[src/rtl/program_loader_pkg.sv]
// Shared types and constants for the boot-time program loader.
package program_loader_pkg;

    typedef enum logic [2:0] {
        S_IDLE,
        S_LEN,
        S_PAYLOAD,
        S_SUM,
        S_DONE,
        S_ERROR
    } state_t;

    localparam logic [7:0] DEFAULT_MAGIC = 8'hA5;

endpackage

[src/rtl/loader_timeout_counter.sv]
// Inter-byte idle watchdog: cleared by every received byte, expires after
// TIMEOUT_CYCLES consecutive idle cycles while counting is enabled.
module loader_timeout_counter #(
    parameter int TIMEOUT_CYCLES = 1000000
) (
    input  logic clk,
    input  logic reset,
    input  logic load,
    input  logic count,
    output logic expire
);

    localparam int CW = $clog2(TIMEOUT_CYCLES + 1);

    logic [CW-1:0] cnt;

    // Expire is raised on the idle cycle whose edge completes TIMEOUT_CYCLES idle cycles.
    assign expire = count && !load && (cnt == CW'(TIMEOUT_CYCLES - 1));

    always_ff @(posedge clk) begin
        if (reset || load || !count)
            cnt <= '0;
        else if (!expire)
            cnt <= cnt + CW'(1);
    end

endmodule

[src/rtl/program_loader.sv]
// Boot loader: parses MAGIC/LEN/payload/SUM frames from the UART byte stream,
// packs payload into little-endian words for the instruction write port.
module program_loader
    import program_loader_pkg::*;
#(
    parameter int         INST_SIZE_IN_BYTE = 16384,
    parameter logic [7:0] MAGIC             = DEFAULT_MAGIC,
    parameter int         TIMEOUT_CYCLES    = 1000000
) (
    input  logic        clk,
    input  logic        reset,
    input  logic        rx_valid,
    input  logic [7:0]  rx_data,
    output logic [31:0] inst_addr,
    output logic        inst_write_enable,
    output logic [3:0]  inst_write_width,
    output logic [31:0] inst_write_data,
    output logic        cpu_hold,
    output logic        load_done,
    output logic        load_error
);

    state_t      state;
    logic [31:0] len;
    logic [1:0]  len_idx;
    logic [31:0] byte_cnt;
    logic [31:0] word;
    logic [7:0]  sum;

    logic [31:0] len_full;
    logic [31:0] word_next;
    logic [1:0]  lane;
    logic        last_byte;
    logic        active;
    logic        expire;

    assign len_full  = {rx_data, len[31:8]};
    assign lane      = byte_cnt[1:0];
    assign last_byte = (byte_cnt == len - 32'd1);
    assign active    = (state == S_LEN) || (state == S_PAYLOAD) || (state == S_SUM);

    // Lane 0 restarts the word so upper lanes of a partial final word read as zero.
    always_comb begin
        word_next = word;
        if (lane == 2'd0)
            word_next = {24'd0, rx_data};
        else
            word_next[{lane, 3'b000} +: 8] = rx_data;
    end

    loader_timeout_counter #(
        .TIMEOUT_CYCLES(TIMEOUT_CYCLES)
    ) u_timeout (
        .clk   (clk),
        .reset (reset),
        .load  (rx_valid),
        .count (active),
        .expire(expire)
    );

    always_ff @(posedge clk) begin
        if (reset) begin
            state             <= S_IDLE;
            len               <= '0;
            len_idx           <= '0;
            byte_cnt          <= '0;
            word              <= '0;
            sum               <= '0;
            inst_addr         <= '0;
            inst_write_enable <= 1'b0;
            inst_write_width  <= '0;
            inst_write_data   <= '0;
            cpu_hold          <= 1'b1;
            load_done         <= 1'b0;
            load_error        <= 1'b0;
        end else begin
            inst_write_enable <= 1'b0;
            if (rx_valid) begin
                case (state)
                    S_IDLE, S_DONE, S_ERROR: begin
                        if (rx_data == MAGIC) begin
                            state      <= S_LEN;
                            len        <= '0;
                            len_idx    <= '0;
                            byte_cnt   <= '0;
                            word       <= '0;
                            sum        <= '0;
                            inst_addr  <= '0;
                            cpu_hold   <= 1'b1;
                            load_done  <= 1'b0;
                            load_error <= 1'b0;
                        end
                    end
                    S_LEN: begin
                        len     <= len_full;
                        len_idx <= len_idx + 2'd1;
                        if (len_idx == 2'd3) begin
                            if (len_full > 32'(INST_SIZE_IN_BYTE)) begin
                                state      <= S_ERROR;
                                load_error <= 1'b1;
                            end else if (len_full == 32'd0) begin
                                state <= S_SUM;
                            end else begin
                                state <= S_PAYLOAD;
                            end
                        end
                    end
                    S_PAYLOAD: begin
                        word     <= word_next;
                        sum      <= sum + rx_data;
                        byte_cnt <= byte_cnt + 32'd1;
                        if (lane == 2'd3 || last_byte) begin
                            inst_write_enable <= 1'b1;
                            inst_addr         <= {byte_cnt[31:2], 2'b00};
                            inst_write_width  <= 4'(lane) + 4'd1;
                            inst_write_data   <= word_next;
                        end
                        if (last_byte)
                            state <= S_SUM;
                    end
                    S_SUM: begin
                        if (rx_data == sum) begin
                            state     <= S_DONE;
                            cpu_hold  <= 1'b0;
                            load_done <= 1'b1;
                        end else begin
                            state      <= S_ERROR;
                            load_error <= 1'b1;
                        end
                    end
                    default: ;
                endcase
            end else if (expire) begin
                state      <= S_ERROR;
                load_error <= 1'b1;
            end
        end
    end

endmodule
[config.mk]
export PLATFORM = sky130hd
export DESIGN_NAME = program_loader
export DESIGN_NICKNAME = d
export VERILOG_FILES = /design/src/rtl/program_loader_pkg.sv /design/src/rtl/loader_timeout_counter.sv /design/src/rtl/program_loader.sv
export SDC_FILE = /design/constraint.sdc
export NUM_CORES = 1
export LEC_CHECK = 0
export ABC_CLOCK_PERIOD_IN_PS = 4300
export BUFFER_PORTS_ARGS = -buffer_cell sky130_fd_sc_hd__buf_2
export CAP_MARGIN = 15
export CORE_MARGIN = 8
export CORE_UTILIZATION = 62
export CTS_BUF_LIST = sky130_fd_sc_hd__clkbuf_8
export CTS_CLUSTER_SIZE = 30
export DETAILED_ROUTE_END_ITERATION = 10
export PLACE_DENSITY = 0.89
export SLEW_MARGIN = 30
export SYNTH_ARGS = -nofsm -noshare
export SYNTH_HDL_FRONTEND = slang
export SYNTH_SLANG_ARGS = --single-unit
[constraint.sdc]
create_clock -name clk -period 4.3 [get_ports clk]
set_clock_uncertainty 0.15 [all_clocks]
set_input_delay 0.645 -clock clk [delete_from_list [all_inputs] [get_ports clk]]
set_output_delay 0.645 -clock clk [all_outputs]
set_load 0.02 [all_outputs]
# After elaboration in Yosys (flattened, before gate mapping)
# Index checks and enable logic that the tools add are counted.
# classes
shifts	2
eq_ne	21
reduce_logical	25
n_lt_le_gt_ge	1
n_bitwise	2
mux	34
addsub	7
# ops
cell	count
$pmux W32 S2	4
$mux W32	3
$add A32 B1 Y32 const B	1
$bwmux W32	1
$eq A32 B32 Y1	1
$gt A32 B15 Y1 const B	1
$logic_not A32 Y1	1
$shift A8 B7 Y32 const A	1
$shiftx A8 B7 Y32	1
$sub A32 B1 Y32 const B	1
$add A20 B1 Y20 const B	1
$eq A20 B20 Y1 const B	1
$mux W3	6
$pmux W8 S2	1
$mux W1	12
$pmux W3 S4	1
$ne A3 B3 Y1 const B	3
$reduce_and A3 Y1	3
$add A8 B8 Y8	1
$eq A8 B8 Y1	1
$eq A8 B8 Y1 const B	1
$mux W8	1
$reduce_and A4 Y1	2
$reduce_bool A2 Y1	4
25 further kinds	39
# totals
regBits	201
inputBits	11
word_cells	106

# Depth between registers and ports, before layout
# Gate-level depths: netlist of the first run.
# logic_depth
ltp_word	7
ltp_mapped	14

# Cells and area by module
# A second synthesis of the first run with hierarchy kept.
# hier_totals
hier_cells	1252
area_unflattened_um2	10239.8
# by_module_without_submodules
mod	seq_area_each_um2	cells_each	area_each_um2	n_inst
program_loader	3563.4	1135	9221.3	1
loader_timeout_counter	400.4	117	1018.5	1

# Worst setup path after synthesis of the first run
# OpenSTA, ideal clock, no wires.
# synth_timing
path_kind	reg2reg
start	register len[0]
end	register inst_addr[5]
path_stages_with_launch	14
setup_time_ns	0.117
period_less_slack_ns	3.055
required_time_ns	4.033
path_buffers	2
t_arrival_ns	2.788
path_slack_ns	1.245
path_cell_list	dfxtp_1 inv_1 ha_1 or3b_1 clkbuf_1 xnor2_1 a2111oi_0 nand3_1 nor4b_1 and3b_1 a21oi_2 o2bb2ai_2 buf_6 a22o_1
# synth_between
elab_chain_cells	5
# synth_lines
element	line_no	text
from (decl)	program_loader.sv:24	logic [31:0] len;
from (signal assigned)	program_loader.sv:95	len <= len_full;
$sub A32 B1 Y32	program_loader.sv:39	assign last_byte = (byte_cnt == len - 32'd1);
$eq A32 B32 Y1	program_loader.sv:39	
$logic_or A1 B1 Y1	program_loader.sv:112	if (lane == 2'd3 || last_byte) begin
$ne A2 B1 Y1 (no source line)	--	
$reduce_and A4 Y1 (no source line)	--	
to (signal assigned)	program_loader.sv:114	inst_addr <= {byte_cnt[31:2], 2'b00};
to (decl)	program_loader.sv:14	output logic [31:0] inst_addr,
# No other way between the ends.
# A chain may end at the register's enable or synchronous reset.

# Final worst setup path of the first run
# layout_timing
start	register len[0]
end	register inst_addr[28]
# Same word-level chain as after synthesis.

==> results of run 1 <==
[cell type report]
cell class | count | area [sq um] | share of cell area
Multi-Input combinational cell | 849 | 5360 | 0.505
Sequential cell | 198 | 3960 | 0.373
Timing Repair Buffer | 96 | 538 | 0.0507
Clock buffer | 20 | 275 | 0.0259
Tap cell | 216 | 270 | 0.0255
Clock inverter | 12 | 140 | 0.0132
Inverter | 17 | 63.8 | 0.00601
[layer usage]
| layer | vias to the layer above | GRT usage | wire length, microns |
|---|---|---|---|
| met5 | - | 0 | 0 |
| met4 | 0 | 0.124 | 967 |
| met3 | 91 | 0.0567 | 2170 |
| met2 | 426 | 0.419 | 12200 |
| met1 | 4255 | 0.304 | 10400 |
| li1 | 4192 | - | - |
[per-stage QoR]
stage / instance area [sq um] / instances / power [uW] / setup WS [ps]
2_1_floorplan: 9850 / 1162 / 1930 / 1250
3_3_place_gp: 10200 / 1376 / 1950 / 687
3_5_place_dp: 10200 / 1376 / 1950 / 640
4_1_cts: 10600 / 1408 / 3170 / 612
5_1_grt: 10600 / 1408 / 3260 / 320
6_report: 10600 / 1408 / 3170 / 518
[power by group through the flow]
| stage | registers [uW] | logic (uW) | clock network, uW |
|---|---|---|---|
| after floorplan | 1880 | 51.1 | 0 |
| after global placement | 1880 | 71.7 | 0 |
| after detailed placement | 1880 | 72.6 | 0 |
| after CTS | 1830 | 72.7 | 1270 |
| after global routing | 1830 | 79.4 | 1350 |
| final | 1830 | 75.3 | 1260 |
[worst max-delay path: cells and delay by family, from the launching register on]
kind | cells | cell delay, ps
buf+inv | 2 | 380
compound gates | 4 | 1090
xor+xnor | 1 | 200
simple gates | 4 | 1230
fa+ha+maj | 1 | 210
flops | 1 | 390
[state kept, by name, indices dropped and copies added (netlist names), 2 cells and up]
name	count
len_idx	2
inst_write_data	32
u_timeout.cnt	20
inst_addr	30
len	32
byte_cnt	32
word	32
state	3
inst_write_width	3
sum	8
[kinds of logic (layout without fill, tap and decap cells)]
logic type,after synthesis,count (layout),share of synthesized area
simple gates,450,450,0.236
flops,198,198,0.403
compound gates,283,283,0.196
xor+xnor,84,84,0.0748
buf+inv,115,145,0.0542
other cells,1,3,0.000381
mux,13,13,0.0145
fa+ha+maj,16,16,0.0211
[cells in the mapped netlist (4+ instances only)]
master | count | area [sq um]
buf_1 | 8 | 30.0
nand2_1 | 42 | 158
buf_6 | 6 | 67.6
mux2i_1 | 12 | 120
and2_1 | 6 | 37.5
clkbuf_1 | 63 | 236
a31oi_1 | 4 | 25.0
and4_1 | 9 | 78.8
dfxtp_1 | 198 | 3960
xor2_1 | 39 | 342
o21ai_0 | 49 | 245
buf_4 | 6 | 45.0
a311oi_2 | 6 | 90.1
nand3_1 | 80 | 400
nor2b_1 | 6 | 37.5
a21oi_1 | 75 | 375
nor4_1 | 13 | 81.3
nor4b_1 | 4 | 35.0
xnor2_1 | 45 | 394
a22o_1 | 30 | 263
or3_1 | 19 | 119
or4_1 | 7 | 52.6
nor3_1 | 25 | 125
nand4_1 | 20 | 125
buf_2 | 11 | 55.1
inv_1 | 17 | 63.8
ha_1 | 15 | 188
a21o_1 | 5 | 37.5
a211oi_1 | 5 | 37.5
nor2_1 | 160 | 601
a21oi_2 | 7 | 61.3
and3_1 | 7 | 43.8
a22oi_1 | 72 | 541
nand2b_1 | 28 | 175
[path summary, 6_finish.rpt]
| check | from | to | slack, ps | cells after the start |
|---|---|---|---|---|
| hold reg to reg | inst_write_data[28] | inst_write_data[28] | 320 | 2 |
| hold / removal | inst_write_data[28] | inst_write_data[28] | 320 | 2 |
| setup / recovery | len[0] | inst_addr[28] | 520 | 12 |
| setup reg to reg | len[0] | inst_addr[28] | 520 | 12 |
==> summary.md, run 1 <==
| Metric | Value |
|---|---|
| Die Width | 142 microns |
| Fmax | 264 MHz |
| Area Growth Syn to Fin | 7.84% |
| Post-DR vias/cell | 6.37 |
| Chip Height | 142 microns |
| Ant. Diodes | 0 |
| Crit path capture type | register |
| Data arrival, critical path | ~4000 ps |
| RSZ-0062 raised after global routing | false |
| Crit path max-delay cell type | or3b_1 |
| Core area | around 16000 sq um |
| Num CTS Buffers | 17 |
| Root Driver | clkbuf_8 |
| CTS tree | yes |
| Routability Congestion | slightly below 1 |
| Synth cell types | 70 |
| Yosys warnings | 0 |
| Final hold violation count | 0 |
| DR WL/cell | 18.2 microns |
| Crit path launch type | register |
| Leak | between 0.003 and 0.004 uW |
| TritonRoute pass-1 iters | 8 |
| Crit-path cells | inv_1 > ha_1 > or3b_1 > xnor2_1 > a2111oi_0 > nand3_1 > nor4b_1 > and3b_1 > a21oi_2 > o2bb2ai_2 > buf_4 > a22o_1 |
| Port buffer count | 79 |
| Number of core rows | 46 |
| Clk pwr share | 0.398 |
| FFs w/ async S/R, synth | 0 |
| Most common cell after layout, fill and taps aside | dfxtp_1 |
| Max Root-Sink Buffers | 2 |
| Share of cells above drive strength 1 | 0.132 |
| HP Class | register to register |
| IO Pins | 83 |
| Initial antenna violation count | 0 |
| Most frequent cells in the layout | 198 x dfxtp_1, 159 x nor2_1, 80 x nand3_1 |
| Total Routing Usage GR | 0.253 |
| Drt initial violations | about 900 |
| First-pass GRT wire length | about 42000 microns |
| Main synth FF type | dfxtp_1 |
| Nets | 1206 |
| Max-slew violation count | 0 |
| Crit Path Class | register to register |
| Outcome | complete, no violations |
| Least-Margin Pin Slew | 738 ps |
| Worst VDD drop | 197 uV |
| Final min period | approximately 3800 ps |
| Remaining antenna violation count | 0 |
| Post-synthesis instance total | 1160 |
| # DRC | 0 |
| Flop pwr share | 0.579 |
| Post-CTS Setup Inserts | 0 |
| PostCTS Resize Cnt | 0 |
| HPWL after detailed placement | around 17000 microns |
| Vias in the first global route | roughly 8500 |
| CTS Sinks | 198 |
| Syn Area/Cell | about 8.5 sq um |
| Worst Path Max Fanout | 19 |
| Filler cells | 1210 |
| CP max stage delay | 480 ps |
| Comb pwr share | 0.024 |
| Clock latency at the later pin of the worst-skew pair | about 490 ps |
| Final TNS setup | 0 ps |
| Data required, critical path | 4540 ps |
| Slew headroom | 0.508 |
| Largest net degree at the start of global routing | 48 |
| DR vias | 8964 |
| Clock transition at the registers of the reported paths | 110 ps |
| Total wire length | 25700 microns |
| Synth Cell Area | 9840 sq um |
| Max-Cap Viols | 0 |
| Register area share after synthesis | 0.403 |
| Setup violators final | 0 |
| Synth Register Bits | 198 |
| Number of synthesized flops with an enable pin | 0 |
| Final Cycle Share | 0.880 |
| Hold slack final | 324 ps |
| Hold_buf cts | 0 |
| Congestion Overflow GR | 0 |
| Net Sw Frac | 0.235 |
| PwrDens | roughly 300 nW/um^2 |
| Htree depth | 4 |
| Pint | around 2400 uW |
| Sw power | ~750 uW |
| Die ar. | approximately 20000 sq um |
| Starting Density | 0.626 |
| Post-layout util | 0.676 |
Power figures use the tool's default switching activity.
==> inputs of run 2 (changes only) <==
CORE_MARGIN = 4   (was 8)
SYNTH_HIERARCHICAL = 1   (was unset)
==> run 2 against run 1 <==
  * Clock power decreased by 6%
  * Global-route usage increased by 3.1 points
  * Worst setup slack improved by 160 ps
  * Clock-buffer cell count decreased by 2
  * Utilization increased by 1.2 points
  * Sequential cell count unchanged
  * Wire length increased by 3.2%
  * Sequential share of layout area decreased by 1.4 points
  * Design area increased by 3.9%
  * Via count increased by 7.5%
  * Area after synthesis increased by 4.0%
==> summary.md, run 2 <==
| Metric | Value |
|---|---|
| Outcome | complete, no violations |
| Syn Area/Cell | 8.18 sq um (-3.6%) |
| Root Driver | clkbuf_8 |
| Number of core rows | 46 (unchanged) |
| Final hold violation count | 0 (unchanged) |
| Post-CTS Setup Inserts | 0 (unchanged) |
| Ant. Diodes | 0 (unchanged) |
| Port buffer count | 79 (unchanged) |
| Max-slew violation count | 0 (unchanged) |
| IO Pins | 83 (unchanged) |
| Vias in the first global route | 8593 (+1.5%) |
| Setup violators final | 0 (unchanged) |
| Remaining antenna violation count | 0 (unchanged) |
| Starting Density | 0.638 (+0.0113) |
| Hold_buf cts | 0 (unchanged) |
| Most frequent cells after synthesis | 198 x dfxtp_1, 140 x nor2_1, 86 x a21oi_1 |
| Largest net degree at the start of global routing | 67 (+40%) |
| DP Area | 10600 sq um (+4.4%) |
| Post-synthesis instance total | 1252 (+7.9%) |
| Yosys warnings | 6 (+6) |
| First-pass GRT wire length | 43300 microns (+4.0%) |
| Filler cells | 1269 (+4.9%) |
| Total wire length | 26500 microns (+3.2%) |
| Clock latency at the later pin of the worst-skew pair | 480 ps (about the same) |
| Total Routing Usage GR | 0.284 (+0.0307) |
| RR Endpoint | inst_addr[7] |
| HP Class | register to register |
| Dominant cell type by area after synthesis | dfxtp_1 |
| Hold EP | word[22] |
| CTS tree | yes |
| Worst R2R Path Depth | 10 (-2) |
| Num CTS Buffers | 17 (unchanged) |
| Number of synthesized flops with an enable pin | 0 (unchanged) |
| WHS Path Cells | 2 (unchanged) |
| Fmax | 276 MHz (+4.4%) |
| Worst VDD drop | 210 uV (+6.4%) |
| Congestion Overflow GR | 0 (unchanged) |
| DR WL/cell | 17.7 microns (-2.8%) |
| Register area share after synthesis | 0.387 (-0.0156) |
| Synth Cell Area | 10200 sq um (+4.0%) |
| Initial antenna violation count | 0 (unchanged) |
| Synth top area cells | dfxtp_1 39%, nor2_1 5.1%, xnor2_1 4.5% |
| Htree depth | 4 (unchanged) |
| # DRC | 0 (unchanged) |
| Data required, critical path | 4550 ps (about the same) |
| Crit path capture type | register |
| RSZ-0062 raised after global routing | false |
| Clock transition at the registers of the reported paths | 100 ps (about the same) |
| Post-DR vias/cell | 6.45 (+1.3%) |
| Drt initial violations | 1098 (+18%) |
| Area Growth Syn to Fin | 7.75% (about the same) |
| PwrDens | 289 nW/um^2 (-3.1%) |
| Max-Cap Viols | 0 (unchanged) |
| DR vias | 9640 (+7.5%) |
| Worst Path Max Fanout | 31 (+12) |
| CTS Sinks | 198 (unchanged) |
| Post-synth top area share | 0.387 (-0.0156) |
| Final min period | 3620 ps (-159 ps) |
| Synth Register Bits | 198 (unchanged) |
| Routability Congestion | 0.947 (-4.7%) |
| Final Cell Area | 11000 sq um (+3.9%) |
| Crit path launch type | register |
| Max Root-Sink Buffers | 2 (unchanged) |
| Post-layout util | 0.687 (+0.0116) |
| Final Cycle Share | 0.843 (-0.0369) |
| HPWL after detailed placement | 17700 microns (+1.3%) |
| Nets | 1294 (+7.3%) |
| Die ar. | 18600 sq um (-7.6%) |
| Share of cells above drive strength 1 | 0.118 (-0.0137) |
| FFs w/ async S/R, synth | 0 (unchanged) |
| Main synth FF type | dfxtp_1 |
| R2R setup slack | 680 ps (+160 ps) |
| Data arrival, critical path | 3870 ps (-150 ps) |
| Slew headroom | 0.527 (+0.0187) |
| TritonRoute pass-1 iters | 6 (-2) |
| Most frequent cells in the layout | 198 x dfxtp_1, 139 x nor2_1, 86 x a21oi_1 |
| R2R Path Start | len[13] |
| Count leader, synth | dfxtp_1 |
| Core area | 16100 sq um (+2.2%) |
| Crit Path Class | register to register |
| Chip Height | 137 microns (-3.9%) |
| Final TNS setup | 0 ps (unchanged) |
| Least-Margin Pin Slew | 710 ps (-28.0 ps) |
| PostCTS Resize Cnt | 0 (unchanged) |
| Leak | 0.00395 uW (+0.79%) |
| Most common cell after layout, fill and taps aside | dfxtp_1 |
| Hold Startpoint | word[22] |
| Die Width | 137 microns (-3.9%) |
| Synth cell types | 74 (+5.7%) |
==> run 2: cell count changes after synthesis, moves of 24 or more <==
cell / previous run / this run
a22o_1: 30 / 1
a32oi_1: 3 / 30
inv_1: 17 / 41
nor4b_1: 4 / 33
o21ai_1: 1 / 30
==> run 2: power breakdown <==
group,total [uW],internal (uW),switching [uW]
sequential,1850,1840,11.7
clock,1190,527,664
combinational,149,43.9,106
==> run 2: per-layer routing <==
metal | global-route usage | vias to the layer above | wire (microns)
li1 | - | 4580 | -
met1 | 0.406 | 4547 | 11700
met2 | 0.436 | 463 | 11900
met3 | 0.0544 | 50 | 2340
met4 | 0.0834 | 0 | 589
met5 | 0 | - | 0
==> run 2: kinds of logic (layout without fill, tap and decap cells) <==
kind of cell / Yosys count / after routing / synth area share
and+or+nand+nor: 479 / 479 / 0.251
xor gates and xnor gates: 79 / 79 / 0.0689
muxes: 12 / 12 / 0.0123
adders and majority gates: 16 / 16 / 0.0203
DFF: 198 / 198 / 0.387
AOI/OAI and AO/OA: 321 / 321 / 0.202
buffers and inverters: 146 / 171 / 0.0583
other: 1 / 3 / 0.000366
==> run 2: area by class of cell <==
type / count / area, sq um / share of cell area
sequential: 198 / 3960 / 0.359
clock inverter: 13 / 133 / 0.0120
inverter: 42 / 158 / 0.0143
clock buffer: 18 / 248 / 0.0225
tap: 216 / 270 / 0.0245
multi-input combinational: 910 / 5720 / 0.518
timing repair buffer: 98 / 541 / 0.0490
==> run 2: how the worst max path moves through the flow <==
stage / from / endpoint / slack (ps) / depth (start not counted)
6_report: len[13] / inst_addr[7] / 680 / 10
5_1_grt: len[13] / inst_write_data[19] / 390 / 10
4_1_cts: len[19] / inst_addr[7] / 690 / 10
3_5_place_dp: rx_data[3] / byte_cnt[21] / 600 / 9
3_3_place_gp: rx_data[3] / byte_cnt[21] / 650 / 9
2_1_floorplan: len[0] / inst_write_data[10] / 1050 / 13
==> run 2: critical path, cell delays in order (launching register included) <==
cell and delay, ps:
dfxtp_1 400, nor4_1 520, nand4_1 420, or3_1 420, a2111oi_0 390, and4_1 310
and4_1 180, buf_4 230, o21ai_2 90, buf_4 250, o21ai_1 170
==> run 2: per-stage QoR <==
step | hold slack, ps | setup WS, ps | cells | total power [uW]
finish | 315 | 677 | 1495 | 3190
global route | 335 | 386 | 1495 | 3280
global placement | 288 | 648 | 1464 | 2030
floorplan | 282 | 1050 | 1254 | 2000
detailed placement | 300 | 596 | 1464 | 2040
CTS | 315 | 687 | 1495 | 3190
